### src/rtl/mad_io_port_ctrl.sv
// Host-side In/Out/Int peripheral: input FIFO feeding the processor In bus, output FIFO
// capturing Out, and an Int pulse generator. Optional loopback via `MAD_IO_LOOPBACK_EN.
module mad_io_port_ctrl #(
    parameter int unsigned DEPTH      = 4,
    parameter int unsigned INT_CYCLES = 2,
    parameter logic [15:0] IDLE_WORD  = 16'h0000
) (
    input  logic                       Clk,
    input  logic                       Rst,
    input  logic [15:0]                host_in_data,
    input  logic                       host_in_valid,
    output logic                       host_in_ready,
    output logic [15:0]                In,
    input  logic                       cpu_in_rd,
    input  logic [15:0]                Out,
    input  logic                       cpu_out_wr,
`ifdef MAD_IO_LOOPBACK_EN
    input  logic                       loopback,
`endif
    output logic [15:0]                host_out_data,
    output logic                       host_out_valid,
    input  logic                       host_out_ready,
    output logic                       Int,
    output logic [$clog2(DEPTH):0]     in_count,
    output logic                       in_underflow,
    output logic                       out_overflow
);

    localparam int unsigned AW = $clog2(DEPTH);
    localparam int unsigned NW = AW + 1;
    localparam int unsigned CW = $clog2(INT_CYCLES + 1);

    typedef enum logic [1:0] {IDLE, PULSE, HOLDOFF} int_state_t;

    logic [15:0]   imem [DEPTH];
    logic [AW-1:0] i_rd, i_wr;
    logic [NW-1:0] i_cnt;
    logic [15:0]   omem [DEPTH];
    logic [AW-1:0] o_rd, o_wr;
    logic [NW-1:0] o_cnt;

    logic          lb;
    logic          i_full, i_empty, i_push, i_pop;
    logic [15:0]   i_wdata;
    logic          o_full, o_push, o_pop;
    logic          ovf_evt, udf_evt;

    int_state_t    state, state_nx;
    logic [CW-1:0] pcnt, pcnt_nx;

`ifdef MAD_IO_LOOPBACK_EN
    assign lb = loopback;
`else
    assign lb = 1'b0;
`endif

    always_comb begin
        i_full         = (i_cnt == NW'(DEPTH));
        i_empty        = (i_cnt == '0);
        o_full         = (o_cnt == NW'(DEPTH));
        host_in_ready  = !i_full && !lb;
        host_out_valid = (o_cnt != '0);
        host_out_data  = host_out_valid ? omem[o_rd] : '0;
        In             = i_empty ? IDLE_WORD : imem[i_rd];

        // Loopback steals the input FIFO write port, so the host is refused that cycle.
        i_push  = lb ? (cpu_out_wr && !i_full) : (host_in_valid && !i_full);
        i_wdata = lb ? Out : host_in_data;
        i_pop   = cpu_in_rd && !i_empty;
        udf_evt = cpu_in_rd && i_empty;

        o_pop   = host_out_valid && host_out_ready;
        o_push  = cpu_out_wr && !lb && (!o_full || o_pop);
        ovf_evt = cpu_out_wr && (lb ? i_full : (o_full && !o_pop));
    end

    assign in_count = i_cnt;

    always_ff @(posedge Clk) begin
        if (i_push) imem[i_wr] <= i_wdata;
        if (o_push) omem[o_wr] <= Out;
    end

    always_ff @(posedge Clk) begin
        if (Rst) begin
            i_rd         <= '0;
            i_wr         <= '0;
            i_cnt        <= '0;
            o_rd         <= '0;
            o_wr         <= '0;
            o_cnt        <= '0;
            in_underflow <= 1'b0;
            out_overflow <= 1'b0;
        end else begin
            if (i_push) i_wr <= i_wr + AW'(1);
            if (i_pop)  i_rd <= i_rd + AW'(1);
            case ({i_push, i_pop})
                2'b10:   i_cnt <= i_cnt + NW'(1);
                2'b01:   i_cnt <= i_cnt - NW'(1);
                default: i_cnt <= i_cnt;
            endcase

            if (o_push) o_wr <= o_wr + AW'(1);
            if (o_pop)  o_rd <= o_rd + AW'(1);
            case ({o_push, o_pop})
                2'b10:   o_cnt <= o_cnt + NW'(1);
                2'b01:   o_cnt <= o_cnt - NW'(1);
                default: o_cnt <= o_cnt;
            endcase

            in_underflow <= in_underflow | udf_evt;
            out_overflow <= out_overflow | ovf_evt;
        end
    end

    // Interrupt only on empty->non-empty; HOLDOFF waits for a full drain before re-arming.
    always_comb begin
        state_nx = state;
        pcnt_nx  = pcnt;
        case (state)
            IDLE: begin
                if (i_push && i_empty) begin
                    state_nx = PULSE;
                    pcnt_nx  = CW'(INT_CYCLES - 1);
                end
            end
            PULSE: begin
                if (pcnt == '0) state_nx = HOLDOFF;
                else            pcnt_nx  = pcnt - CW'(1);
            end
            HOLDOFF: begin
                if (i_empty) state_nx = IDLE;
            end
            default: state_nx = IDLE;
        endcase
    end

    always_ff @(posedge Clk) begin
        if (Rst) begin
            state <= IDLE;
            pcnt  <= '0;
            Int   <= 1'b0;
        end else begin
            state <= state_nx;
            pcnt  <= pcnt_nx;
            Int   <= (state_nx == PULSE);
        end
    end

endmodule

### config.mk
export PLATFORM = sky130hd
export DESIGN_NAME = mad_io_port_ctrl
export DESIGN_NICKNAME = d
export VERILOG_FILES = /design/src/rtl/mad_io_port_ctrl.sv
export SDC_FILE = /design/constraint.sdc
export NUM_CORES = 1
export LEC_CHECK = 0
export ABC_AREA = 1
export CORE_ASPECT_RATIO = 1.2
export CORE_UTILIZATION = 52
export CTS_BUF_LIST = sky130_fd_sc_hd__clkbuf_4
export DETAILED_ROUTE_END_ITERATION = 8
export PLACE_DENSITY = 0.91
export SYNTH_ARGS = -nofsm -noshare
export SYNTH_HDL_FRONTEND = slang
export SYNTH_SLANG_ARGS = --single-unit
### constraint.sdc
create_clock -name Clk -period 2.1 [get_ports Clk]
set_input_delay 0.63 -clock Clk [delete_from_list [all_inputs] [get_ports Clk]]
set_output_delay 0.63 -clock Clk [all_outputs]
set_load 0.01 [all_outputs]
After elaboration in Yosys (flattened, before gate mapping)
Memories as Yosys holds them, arrays and structs flattened. A register that Yosys moved wholly into a read port is not among the register bits.
Index checks and enable logic that the tools add are counted.
Cells by class
  add/sub/neg operators: 9
  equal/unequal tests: 11
  muxes and demuxes: 19
  bitwise logic cells: 2
  reduce and logical (&&, ||, !) cells: 21
Operators by type and width (count)
  $mux 16: 2
  $mux 2: 9
  $pmux 3 s2: 2
  $add 2x1->2 const B: 4
  $eq 2x1->1 const B: 4
  $logic_and 1x1->1: 8
  $add 3x1->3 const B: 2
  $eq 2x2->1 const B: 3
  $eq 3x3->1 const B: 2
  $pmux 2 s3: 1
  $reduce_bool 2->1: 3
  $sub 3x1->3 const B: 2
  $logic_not 1->1: 4
  $logic_not 2->1: 2
  $mux 1: 4
  $ne 2x2->1 const B: 2
  $pmux 2 s2: 1
  $logic_not 3->1: 1
  $reduce_and 3->1: 1
  $reduce_bool 3->1: 1
  $or 1x1->1: 2
  $sub 2x1->2 const B: 1
  $logic_or 1x1->1: 1
Storage, ports and cells
  register bits: 21
  RAM bits: 128
  bits of input ports: 38
  output and inout bits: 40
  logic and storage cells: 75
  memories kept: 2
Memory list
  imem: words 4, bits a word 16, read ports 1, clocked after Yosys merged registers in 1, write ports 1, line 35  | logic [15:0] imem [DEPTH];
  omem: words 4, bits a word 16, read ports 1, clocked after Yosys merged registers in 1, write ports 1, line 38  | logic [15:0] omem [DEPTH];

Logic depth before layout (Yosys ltp)
Gate-level depths: netlist (run 1).
  word-level depth: 7
  gate-level depth with buffers: 11
  gate-level depth less buffers: 11

Worst setup path after synthesis (run 1)
Ideal clock, no wire load.
  path kind: in2reg
  start point: input port cpu_out_wr
  end point: memory omem[0][0] (enable)
  library setup time: 0.389 ns
  arrival: 1.679 ns
  data required time: 1.711 ns
  path slack: 0.032 ns
  stages on the path: 4
  buffers on the path: 0
  cell sequence: inv_1 -> a21oi_2 -> inv_1 -> nor2_1
On the way
  cells in the longest elaborated chain, start to end: 3
RTL lines
  start, declared: line 16  | input logic cpu_out_wr,
  $logic_and 1x1->1: line 73  | o_push = cpu_out_wr && !lb && (!o_full || o_pop);
  $mux 1: line 81  | if (o_push) omem[o_wr] <= Out;
  $mux 1 (not written as such): line 81
  end, declared: line 38
No other way between the ends.

==> impl_metrics.csv, run 1 <==
group,metric,value,unit
cells_and_area,num-fill-cells,751,
floorplanning,dieHeight,122,um
setup_path,cp-start-kind,"register",
setup_path,critPathKind,"reg -> out",
synth,syn_nets,588,
timing,setup_viol,32,
timing,slew_headroom,79.0,%
power_and_ir_drop,p_int,5.74,mW
floorplanning,die_width,102,um
clock_tree,cts_inserted_buffers,17,
timing,fin_setup_tns,-5400,ps
synth,synthCells,538,
setup_path,worstPathBufferInverterCount,2,
outcome,failed_checks,"negative setup slack",
timing,drv_slew,0,
detailed_routing,drtAntennaViolNets,0,
placement,dpl.hpwl,8.85,mm
synth,netlist.area_leader.share,61.9,%
cells_and_area,regArea,0.00437,mm2
power_and_ir_drop,switching_power,2.96,mW
detailed_routing,wl_per_cell,17.2,um
synth,synth_largest_area_cell,"edfxtp_1",
cells_and_area,area_delta_synth_final,30.3,%
detailed_routing,drt_iter0_markers,306,
power_and_ir_drop,pwr-share-comb,36.7,%
power_and_ir_drop,clkPwrFrac,19.9,%
worst_hold_path,hp-start,"in_underflow$_SDFF_PP0_",
floorplanning,die_area,0.0124,mm2
power_and_ir_drop,seqPwrFrac,43.3,%
cells_and_area,nets,718,
clock_tree,cts_root_buf,"clkbuf_4",
floorplanning,rows,43,
detailed_routing,viasPerCell,5.37,
timing,finalHoldViolations,0,
setup_path,crit_family,"flip-flops",
grt,grt_pass1_wl,21.3,mm
synth,synth.yosys.seq_area_share,69.9,%
synth,synth-seq-cells,153,
placement,place_inst,792,
grt,grt_overflow_total,0,
grt,antenna_found_initial,0,
cells_and_area,multi_input_area,0.00180,mm2
cells_and_area,final_cells,838,
power_and_ir_drop,power.density,1080,mW/mm2
setup_path,worst_path_max_delay_cell,"dfxtp_4",
grt,grt_usage,23.3,%
detailed_routing,via_count,4502,
setup_path,cp.arrival,1720,ps
clock_tree,htree_levels,4,
timing,layout_min_cycle_time,2350,ps
timing,clock_skew,11.9,ps
power_and_ir_drop,p_sw_share,34.0,%
placement,place_congestion,0.762,
synth,ys_warn_count,0,
synth,syn_area,0.00621,mm2
run,cap_viol_max_count,0,
outcome,status,"finished with violations",
detailed_routing,drc_errors,0,
synth,syn_avg_cell_area,11.5,um2
timing,period_share,112,%
clock_tree,tritoncts,"done",
clock_tree,hold_buffers,0,
cells_and_area,drive_gt1_share,28.5,%
worst_hold_path,worst_hold_path_type,"reg -> reg",
timing,rsz0062_at_grt,"yes",
floorplanning,io_pins,78,
setup_path,required,1470,ps
clock_tree,clk_latency,510,ps
power_and_ir_drop,total_leakage_power,3.06,nW
synth,ys_top_cells_by_area,"edfxtp_1 62%, nor2_1 9.3%, dfxtp_1 8.1%",
placement,io_buffers,77,
detailed_routing,firstDrtPassIters,6,
synth,synth_cell_type_count,32,
timing,tightest_slew,312,ps
power_and_ir_drop,finalPower,8.70,mW
floorplanning,start_util,53.4,%
setup_path,endpoint_kind,"output pin",
detailed_routing,drt-total-wl,14.4,mm
clock_tree,cts_buffer_depth,2,
grt,grt_max_degree,25,
setup_path,worstPathCellList,"buf_6 > nor2_2 > nor2_1 > o21ai_1 > a21oi_1 > buf_2",
setup_path,cpPeakStageDelay,390,ps
grt,grt_pass1_vias,4492,
timing,worst_slack,-248,ps
setup_path,r2r-start,"in_count[0]$_SDFFE_PP0P_",
setup_path,critPathMaxFanout,7,
clock_tree,clock-sinks,153,
timing,max_freq,0.426,GHz
floorplanning,coreArea,0.0116,mm2
power_and_ir_drop,peakVddDrop,709,uV
clock_tree,clkTransAtPathRegs,120,ps
power groups by stage:
stage | Combinational (mW) | Sequential (mW) | Clock (mW)
final | 3.20 | 3.77 | 1.74
after floorplan | 1.39 | 3.76 | 0
after detailed placement | 2.78 | 3.78 | 0
after global routing | 3.43 | 3.80 | 1.90
after global placement | 2.64 | 3.76 | 0
after CTS | 2.90 | 3.74 | 1.77
worst reg2reg max path, stage by stage, from the launching register on:
cell     delay [ps]
dfxtp_4         390
nor3_4           50
buf_12          130
buf_4           160
nor2_2          100
ha_1            160
inv_1            70
fa_2            360
a21oi_2         140
o21ai_1          90
o21ai_1         160
a21oi_1          50
state kept, by name, summed over array words and instances (netlist names), 2 cells and up, named ones only:
name      flops
i_wr          2
i_rd          2
o_wr          2
pcnt          2
o_rd          2
o_cnt         3
omem         64
in_count      3
imem         64
state         2
worst paths after layout:
kind	end	slack (ps)	cells past startpoint
worst max-delay path	In[2]	-250	6
worst max register to register	in_count[2]$_SDFFE_PP0P_	150	11
worst min-delay path	in_underflow$_SDFF_PP0_	480	1
worst min register to register	in_underflow$_SDFF_PP0_	480	1
metal layers:
| layer | share of wire (%) | GRT usage, % |
|---|---|---|
| met2 | 56 | 42.6 |
| met3 | 5.7 | 5.74 |
| met4 | 2.0 | 9.42 |
| met1 | 37 | 25.4 |
| met5 | 0 | 0 |
Yosys cell counts, drive strengths merged:
| cell type | n |
|---|---|
| nor2 | 156 |
| edfxtp | 128 |
| o21ai | 76 |
| a21oi | 48 |
| inv | 37 |
| dfxtp | 25 |
| buf | 16 |
| nand2 | 16 |
| ha | 10 |
| clkbuf | 8 |
| nand3 | 6 |
| fa | 2 |
| nand4 | 2 |
| o21a | 2 |
| or2 | 2 |
| and2 | 1 |
| and3 | 1 |
| nor3 | 1 |
| xor2 | 1 |
repair_timing:
action,4_1_cts,5_1_grt
pin swaps,28,40
buffers inserted,5,4
gates cloned,6,2
gates resized for setup,220,84
endpoints found under the setup margin,38,36
endpoints found under the hold margin,0,0
area by class of cell:
| class | count | area share (%) |
|---|---|---|
| timing repair buffer | 135 | 15.9 |
| inverter | 37 | 1.92 |
| antenna | 1 | 0.0309 |
| clock inverter | 13 | 1.81 |
| tap | 157 | 2.43 |
| clock buffer | 18 | 1.67 |
| multi-input combinational | 324 | 22.3 |
| sequential | 153 | 53.9 |
through the flow:
stage	hold WS [ps]	setup WS, ps	util [%]	area, um2
6_report	479	-248	69.6	8090
5_1_grt	502	-340	69.6	8090
4_1_cts	483	-253	67.8	7880
3_5_place_dp	459	-459	64.5	7490
3_3_place_gp	446	-312	64.5	7490
2_1_floorplan	442	32.0	-	6210
cell families after synthesis:
group	count (synthesis)	synth area share, %
simple gates	185	12.4
fa+ha+maj	12	2.66
buf+inv	61	4.27
xor+xnor	1	0.141
compound gates	126	10.5
flops	153	69.9
cell usage in the layout (no fill, tap or decap), drive strengths merged:
| master | instances |
|---|---|
| clkinv | 7 |
| nand4 | 2 |
| clkinvlp | 3 |
| diode | 1 |
| or2 | 2 |
| inv | 38 |
| nor2 | 156 |
| buf | 91 |
| o21a | 2 |
| nor3 | 1 |
| fa | 2 |
| dlymetal6s2s | 3 |
| and2 | 1 |
| edfxtp | 128 |
| bufinv | 2 |
| a21oi | 48 |
| ha | 10 |
| dlygate4sd2 | 2 |
| dfxtp | 25 |
| clkbuf | 19 |
| and3 | 1 |
| o21ai | 76 |
| xor2 | 1 |
| clkdlybuf4s50 | 38 |
| nand2 | 16 |
| nand3 | 6 |
Note: power is estimated with default switching activity, not from simulation.
==> run 2: changes to the inputs <==
- CORE_UTILIZATION: 52 -> 30
- PLACE_DENSITY: 0.91 -> 0.62
==> run 2 against run 1 <==
Against the previous run:
- the run still ends with negative setup slack left
- sequential power about the same
- worst setup slack got worse by 48 ps
- sequential share of layout area decreased by 1.3 points
- global-route usage decreased by 10 points
- die area increased by 72%
- final area increased by 2.3%
- register-to-register slack improved by 80 ps
- clock skew increased by 10 ps
- first-iteration DRC count decreased by 32%
==> impl_metrics.csv, run 2 (synthesized netlist as in run 1, its figures left out) <==
group,metric,value,unit
floorplanning,die_width,133,um
power_and_ir_drop,total_leakage_power,3.13,nW
power_and_ir_drop,finalPower,8.87,mW
clock_tree,clkTransAtPathRegs,130,ps
cells_and_area,drive_gt1_share,23.5,%
run,cap_viol_max_count,0,
worst_hold_path,whs_endpoint,"out_overflow$_SDFF_PP0_",
clock_tree,cts_buffer_depth,2,
worst_hold_path,worst_hold_path_type,"reg -> reg",
outcome,failed_checks,"negative setup slack",
setup_path,critPathMaxFanout,9,
setup_path,crit_family,"flip-flops",
timing,setup_viol,32,
cells_and_area,layout_common_cells,"144 x nor2_1, 128 x edfxtp_1, 58 x o21ai_1",
detailed_routing,drtAntennaViolNets,0,
cells_and_area,final_cells,943,
clock_tree,tritoncts,"done",
timing,slew_headroom,83.9,%
worst_hold_path,holdPathStages,1,
placement,place_congestion,0.738,
timing,layout_min_cycle_time,2400,ps
cells_and_area,final_common_cell,"nor2_1",
setup_path,cp.arrival,1770,ps
cells_and_area,top_regs,"imem: 64 flops, omem: 64 flops",
setup_path,r2r-start,"in_count[0]$_SDFFE_PP0P_",
setup_path,worst_path_max_delay_cell,"dfxtp_4",
power_and_ir_drop,peakVddDrop,659,uV
grt,antenna_found_initial,0,
timing,drv_slew,0,
detailed_routing,via_count,4193,
clock_tree,clk_latency,530,ps
detailed_routing,wl_per_cell,14.1,um
cells_and_area,area_delta_synth_final,33.3,%
clock_tree,cts_root_buf,"clkbuf_4",
grt,grt_overflow_total,0,
placement,dpl.hpwl,7.85,mm
timing,clock_skew,22.3,ps
setup_path,reg2reg_to,"in_count[2]$_SDFFE_PP0P_",
cells_and_area,num-fill-cells,1984,
clock_tree,cts_inserted_buffers,17,
clock_tree,hold_buffers,0,
floorplanning,rows,57,
placement,place_inst,894,
timing,finalHoldViolations,0,
grt,grt_pass1_wl,20.6,mm
setup_path,worstPathBufferInverterCount,3,
grt,grt_max_degree,23,
detailed_routing,drc_errors,0,
floorplanning,io_pins,78,
cells_and_area,nets,717,
setup_path,endpoint_kind,"output pin",
timing,max_freq,0.417,GHz
setup_path,worstPathCellList,"buf_12 > buf_6 > nor2_2 > nor2_1 > o21ai_1 > a21oi_1 > buf_2",
floorplanning,dieHeight,160,um
clock_tree,clock-sinks,153,
setup_path,critPathKind,"reg -> out",
detailed_routing,firstDrtPassIters,6,
setup_path,required,1470,ps
detailed_routing,viasPerCell,4.45,
setup_path,cpPeakStageDelay,420,ps
cells_and_area,antenna_cells,0,
floorplanning,start_util,30.7,%
setup_path,r2r_slack,230,ps
setup_path,reg2regPathDepth,10,
worst_hold_path,hp-start,"out_overflow$_SDFF_PP0_",
power_and_ir_drop,power.density,1070,mW/mm2
floorplanning,coreArea,0.0203,mm2
grt,grt_usage,12.8,%
grt,grt_pass1_vias,4069,
timing,period_share,114,%
floorplanning,die_area,0.0213,mm2
timing,tightest_slew,241,ps
clock_tree,htree_levels,4,
detailed_routing,drt_iter0_markers,208,
setup_path,cp-start-kind,"register",
placement,io_buffers,77,
detailed_routing,drt-total-wl,13.3,mm
timing,worst_slack,-296,ps
outcome,status,"finished with violations",
timing,rsz0062_at_grt,"yes",
run 2: worst max path at each step:
stage	end	cells past startpoint	startpoint	slack (ps)
floorplan	omem[0][0]$_DFFE_PP_	4	cpu_out_wr	30
detailed placement	in_count[2]$_SDFFE_PP0P_	10	cpu_in_rd	-340
global placement	in_count[2]$_SDFFE_PP0P_	10	cpu_in_rd	-340
global route	In[14]	7	register	-460
CTS	In[14]	7	register	-330
finish	In[14]	7	register	-300
run 2: worst reg2reg max path, delay by kind of cell, from the launching register on:
family                   cells  cell delay [ps]
buffers and inverters        2              220
flip-flops                   1              390
adder cells (fa/ha/maj)      2              530
AND/OR/NAND/NOR              2              210
AO/OA/AOI/OAI                4              440
run 2: layout make-up:
class,instances,area (um2),area share [%]
timing repair buffer,134,1450,17.5
sequential,153,4360,52.7
clock buffer,19,143,1.72
tap,265,332,4.01
inverter,37,151,1.83
clock inverter,11,196,2.37
multi-input combinational,324,1650,19.9
run 2: per-layer routing:
| metal | track usage, % | vias to the layer above | wire length [um] |
|---|---|---|---|
| met5 | 0 | - | 0 |
| met4 | 4.24 | 0 | 121 |
| met3 | 4.13 | 10 | 622 |
| met2 | 22.5 | 101 | 6940 |
| met1 | 14.6 | 1973 | 5620 |
| li1 | - | 2109 | - |
run 2: power breakdown:
group          internal [mW]  switching [mW]
combinational           1.43            1.61
clock                   1.09            1.00
sequential              3.60           0.142
total                   6.12            2.75
run 2: repair_timing:
item | 4_1_cts | 5_1_grt
pin swaps | 19 | 22
endpoints found under the setup margin | 39 | 35
buffers inserted | 8 | 3
gates cloned | 4 | 5
gates resized for setup | 211 | 42
run 2: metrics by stage:
step                      utilization [%]  TNS, ps  hold WS [ps]  area, um2  setup WS, ps
after detailed placement             37.8   -16130           459       7660          -338
final                                40.9    -6190           476       8280          -296
after global placement               37.8   -15370           456       7660          -342
after global routing                 40.9   -11770           500       8280          -459
after CTS                            39.8    -7790           486       8060          -333
after floorplan                         -        0           442       6210          32.0
==> run 3: changes to the inputs <==
- ABC_AREA: 1 -> 0
==> run 3 against run 2 <==
Against the previous run:
- the flow still finishes with violations (negative setup slack)
- routed wire length decreased by 8.7%
- die area decreased by 0.74%
- largest power group is now combinational logic
- first-iteration DRC count decreased by 33%
- combinational power increased by 29%
- critical endpoint is now In[2]
- synthesized area decreased by 0.75%
- largest cell class unchanged
- register-to-register slack got worse by 160 ps
- worst hold slack improved by 12 ps
- synthesized cell count decreased by 35%
==> impl_metrics.csv, run 3 <==
group,metric,value,unit
timing,clock_skew,13.6,ps
cells_and_area,num-fill-cells,1819,
grt,grt_usage,12.2,%
cells_and_area,final_common_cell,"edfxtp_1",
power_and_ir_drop,peakVddDrop,670,uV
synth,syn_area,0.00616,mm2
detailed_routing,viasPerCell,4.56,
timing,setup_viol,33,
timing,finalHoldViolations,0,
timing,slew_headroom,61.8,%
grt,grt_pass1_wl,19.5,mm
clock_tree,cts_inserted_buffers,17,
cells_and_area,drive_gt1_share,36.4,%
cells_and_area,fin_util,40.2,%
clock_tree,clk_latency,520,ps
power_and_ir_drop,finalPower,9.73,mW
synth,synth-simple-area-share,7.83,%
detailed_routing,drc_errors,0,
grt,antenna_found_initial,0,
floorplanning,rows,57,
setup_path,critPathKind,"reg -> out",
clock_tree,clkTransAtPathRegs,110,ps
clock_tree,tritoncts,"done",
floorplanning,die_width,133,um
detailed_routing,wl_per_cell,16.5,um
clock_tree,clock-sinks,153,
timing,max_freq,0.402,GHz
setup_path,endpoint_kind,"output pin",
clock_tree,hold_buffers,0,
placement,io_buffers,77,
run,cap_viol_max_count,0,
synth,synth-compound-area-share,2.82,%
synth,syn_avg_cell_area,17.7,um2
synth,netlist.area_leader.share,62.4,%
synth,synth_largest_area_cell,"edfxtp_1",
power_and_ir_drop,total_leakage_power,2.87,nW
detailed_routing,firstDrtPassIters,4,
synth,synth-seq-cells,153,
cells_and_area,final_cells,737,
synth,synthMuxAreaShare,12.2,%
grt,grt_overflow_total,0,
synth,synth_most_common_cell,"edfxtp_1",
floorplanning,start_util,30.5,%
timing,rsz0062_at_grt,"yes",
worst_hold_path,worst_hold_path_type,"reg -> reg",
timing,fin_setup_tns,-11630,ps
placement,place_inst,703,
clock_tree,cts_root_buf,"clkbuf_4",
outcome,status,"finished with violations",
cells_and_area,top_regs,"imem: 64 flops, omem: 64 flops",
setup_path,required,1470,ps
synth,syn_nets,399,
synth,synthFlopType,"edfxtp_1",
timing,drv_slew,0,
synth,ys_warn_count,0,
detailed_routing,drtAntennaViolNets,0,
synth,synth_top_family_by_area,"multiplexers",
power_and_ir_drop,power.density,1200,mW/mm2
clock_tree,htree_levels,4,
worst_hold_path,holdPathStages,2,
synth,ys_top_cells_by_area,"edfxtp_1 62%, mux4_2 12%, dfxtp_1 8.1%",
outcome,failed_checks,"negative setup slack",
timing,worst_slack,-386,ps
detailed_routing,drt_iter0_markers,139,
setup_path,reg2regPathDepth,8,
setup_path,cpPeakStageDelay,500,ps
setup_path,worstPathCellList,"buf_12 > mux4_2 > nor2b_4 > buf_6",
floorplanning,io_pins,78,
grt,grt_max_degree,21,
floorplanning,dieHeight,159,um
placement,dpl.hpwl,7.83,mm
synth,synth_cell_type_count,36,
timing,tightest_slew,565,ps
timing,layout_min_cycle_time,2490,ps
synth,synth_xor_area_share,0.995,%
cells_and_area,nets,512,
floorplanning,die_area,0.0211,mm2
synth,synth-async-reset-ratio,0,%
synth,synth_fa_ha_area_share,2.68,%
synth,synth_edf_count,128,
cells_and_area,area_delta_synth_final,31.7,%
setup_path,critPathMaxFanout,8,
synth,synth_common_cells,"128 x edfxtp_1, 33 x nor2b_1, 32 x mux4_2, 25 x dfxtp_1, 19 x nor2_1",
detailed_routing,via_count,3359,
setup_path,worst_path_max_delay_cell,"mux4_2",
grt,grt_pass1_vias,3719,
setup_path,cp.arrival,1860,ps
placement,place_congestion,0.674,
cells_and_area,antenna_cells,0,
cells_and_area,layout_common_cells,"128 x edfxtp_1, 37 x clkdlybuf4s50_1, 32 x mux4_2",
floorplanning,coreArea,0.0202,mm2
setup_path,cp-start-kind,"register",
clock_tree,cts_buffer_depth,2,
detailed_routing,drt-total-wl,12.2,mm
timing,period_share,118,%
synth,synthCells,349,
synth,synth.yosys.seq_area_share,70.5,%
run 3: changes by cell type after synthesis, sizes merged, moves of 5 or more:
| cell | change |
|---|---|
| inv | -23 |
| a21oi | -36 |
| nor2 | -137 |
| and3 | +7 |
| xor2 | +5 |
| nor2b | +33 |
| mux4 | +32 |
| nand2 | -15 |
| o21ai | -73 |
run 3: power breakdown:
part	internal, mW	total [mW]	switching [mW]
combinational	2.15	3.93	1.78
clock	1.05	1.99	0.943
sequential	3.64	3.81	0.167
run 3: timing repair:
item	4_1_cts	5_1_grt
setup endpoints to repair	39	36
hold endpoints to repair	0	0
gates resized for setup	186	37
gates cloned	2	0
pin swaps	2	3
setup buffers	3	1
run 3: through the flow:
step	hold slack [ps]	cell area, um2	setup WS (ps)
3_5_place_dp	475	7570	-393
4_1_cts	501	7970	-473
2_1_floorplan	447	6180	4.26
3_3_place_gp	460	7570	-331
6_report	488	8120	-386
5_1_grt	521	8120	-515
run 3: kinds of logic after synthesis:
kind of cell | Yosys count
flip-flops | 153
AND/OR/NAND/NOR | 81
multiplexers | 35
buffers and inverters | 34
AO/OA/AOI/OAI | 27
adder cells (fa/ha/maj) | 12
XOR/XNOR | 7
run 3: layer usage:
metal | track usage [%] | share of wire (%) | vias to the layer above
met1 | 13.8 | 41 | 1708
met3 | 3.53 | 4.8 | 10
met4 | 4.39 | 0.96 | 0
met2 | 21.7 | 54 | 90
met5 | 0 | 0 | -
li1 | - | - | 1551
run 3: path summary, 6_finish.rpt:
kind / slack [ps] / start / endpoint
hold / removal: 490 / out_overflow$_SDFF_PP0_ / out_overflow$_SDFF_PP0_
hold reg to reg: 490 / out_overflow$_SDFF_PP0_ / out_overflow$_SDFF_PP0_
setup reg to reg: 70 / in_count[1]$_SDFFE_PP0P_ / in_count[2]$_SDFFE_PP0P_
setup / recovery: -390 / register / In[2]
run 3: cell type report:
type | count | area (um2) | share of cell area (%)
Sequential cell | 153 | 4370 | 53.8
Multi-Input combinational cell | 162 | 1830 | 22.6
Clock inverter | 11 | 180 | 2.22
Tap cell | 265 | 332 | 4.08
Clock buffer | 18 | 135 | 1.66
Inverter | 14 | 52.6 | 0.647
Timing Repair Buffer | 114 | 1220 | 15.0
run 3: critical path, delay by kind of cell, from the launching register on:
kind,cells,cell delay [ps]
buffers and inverters,2,270
AND/OR/NAND/NOR,1,140
multiplexers,1,500
flip-flops,1,410
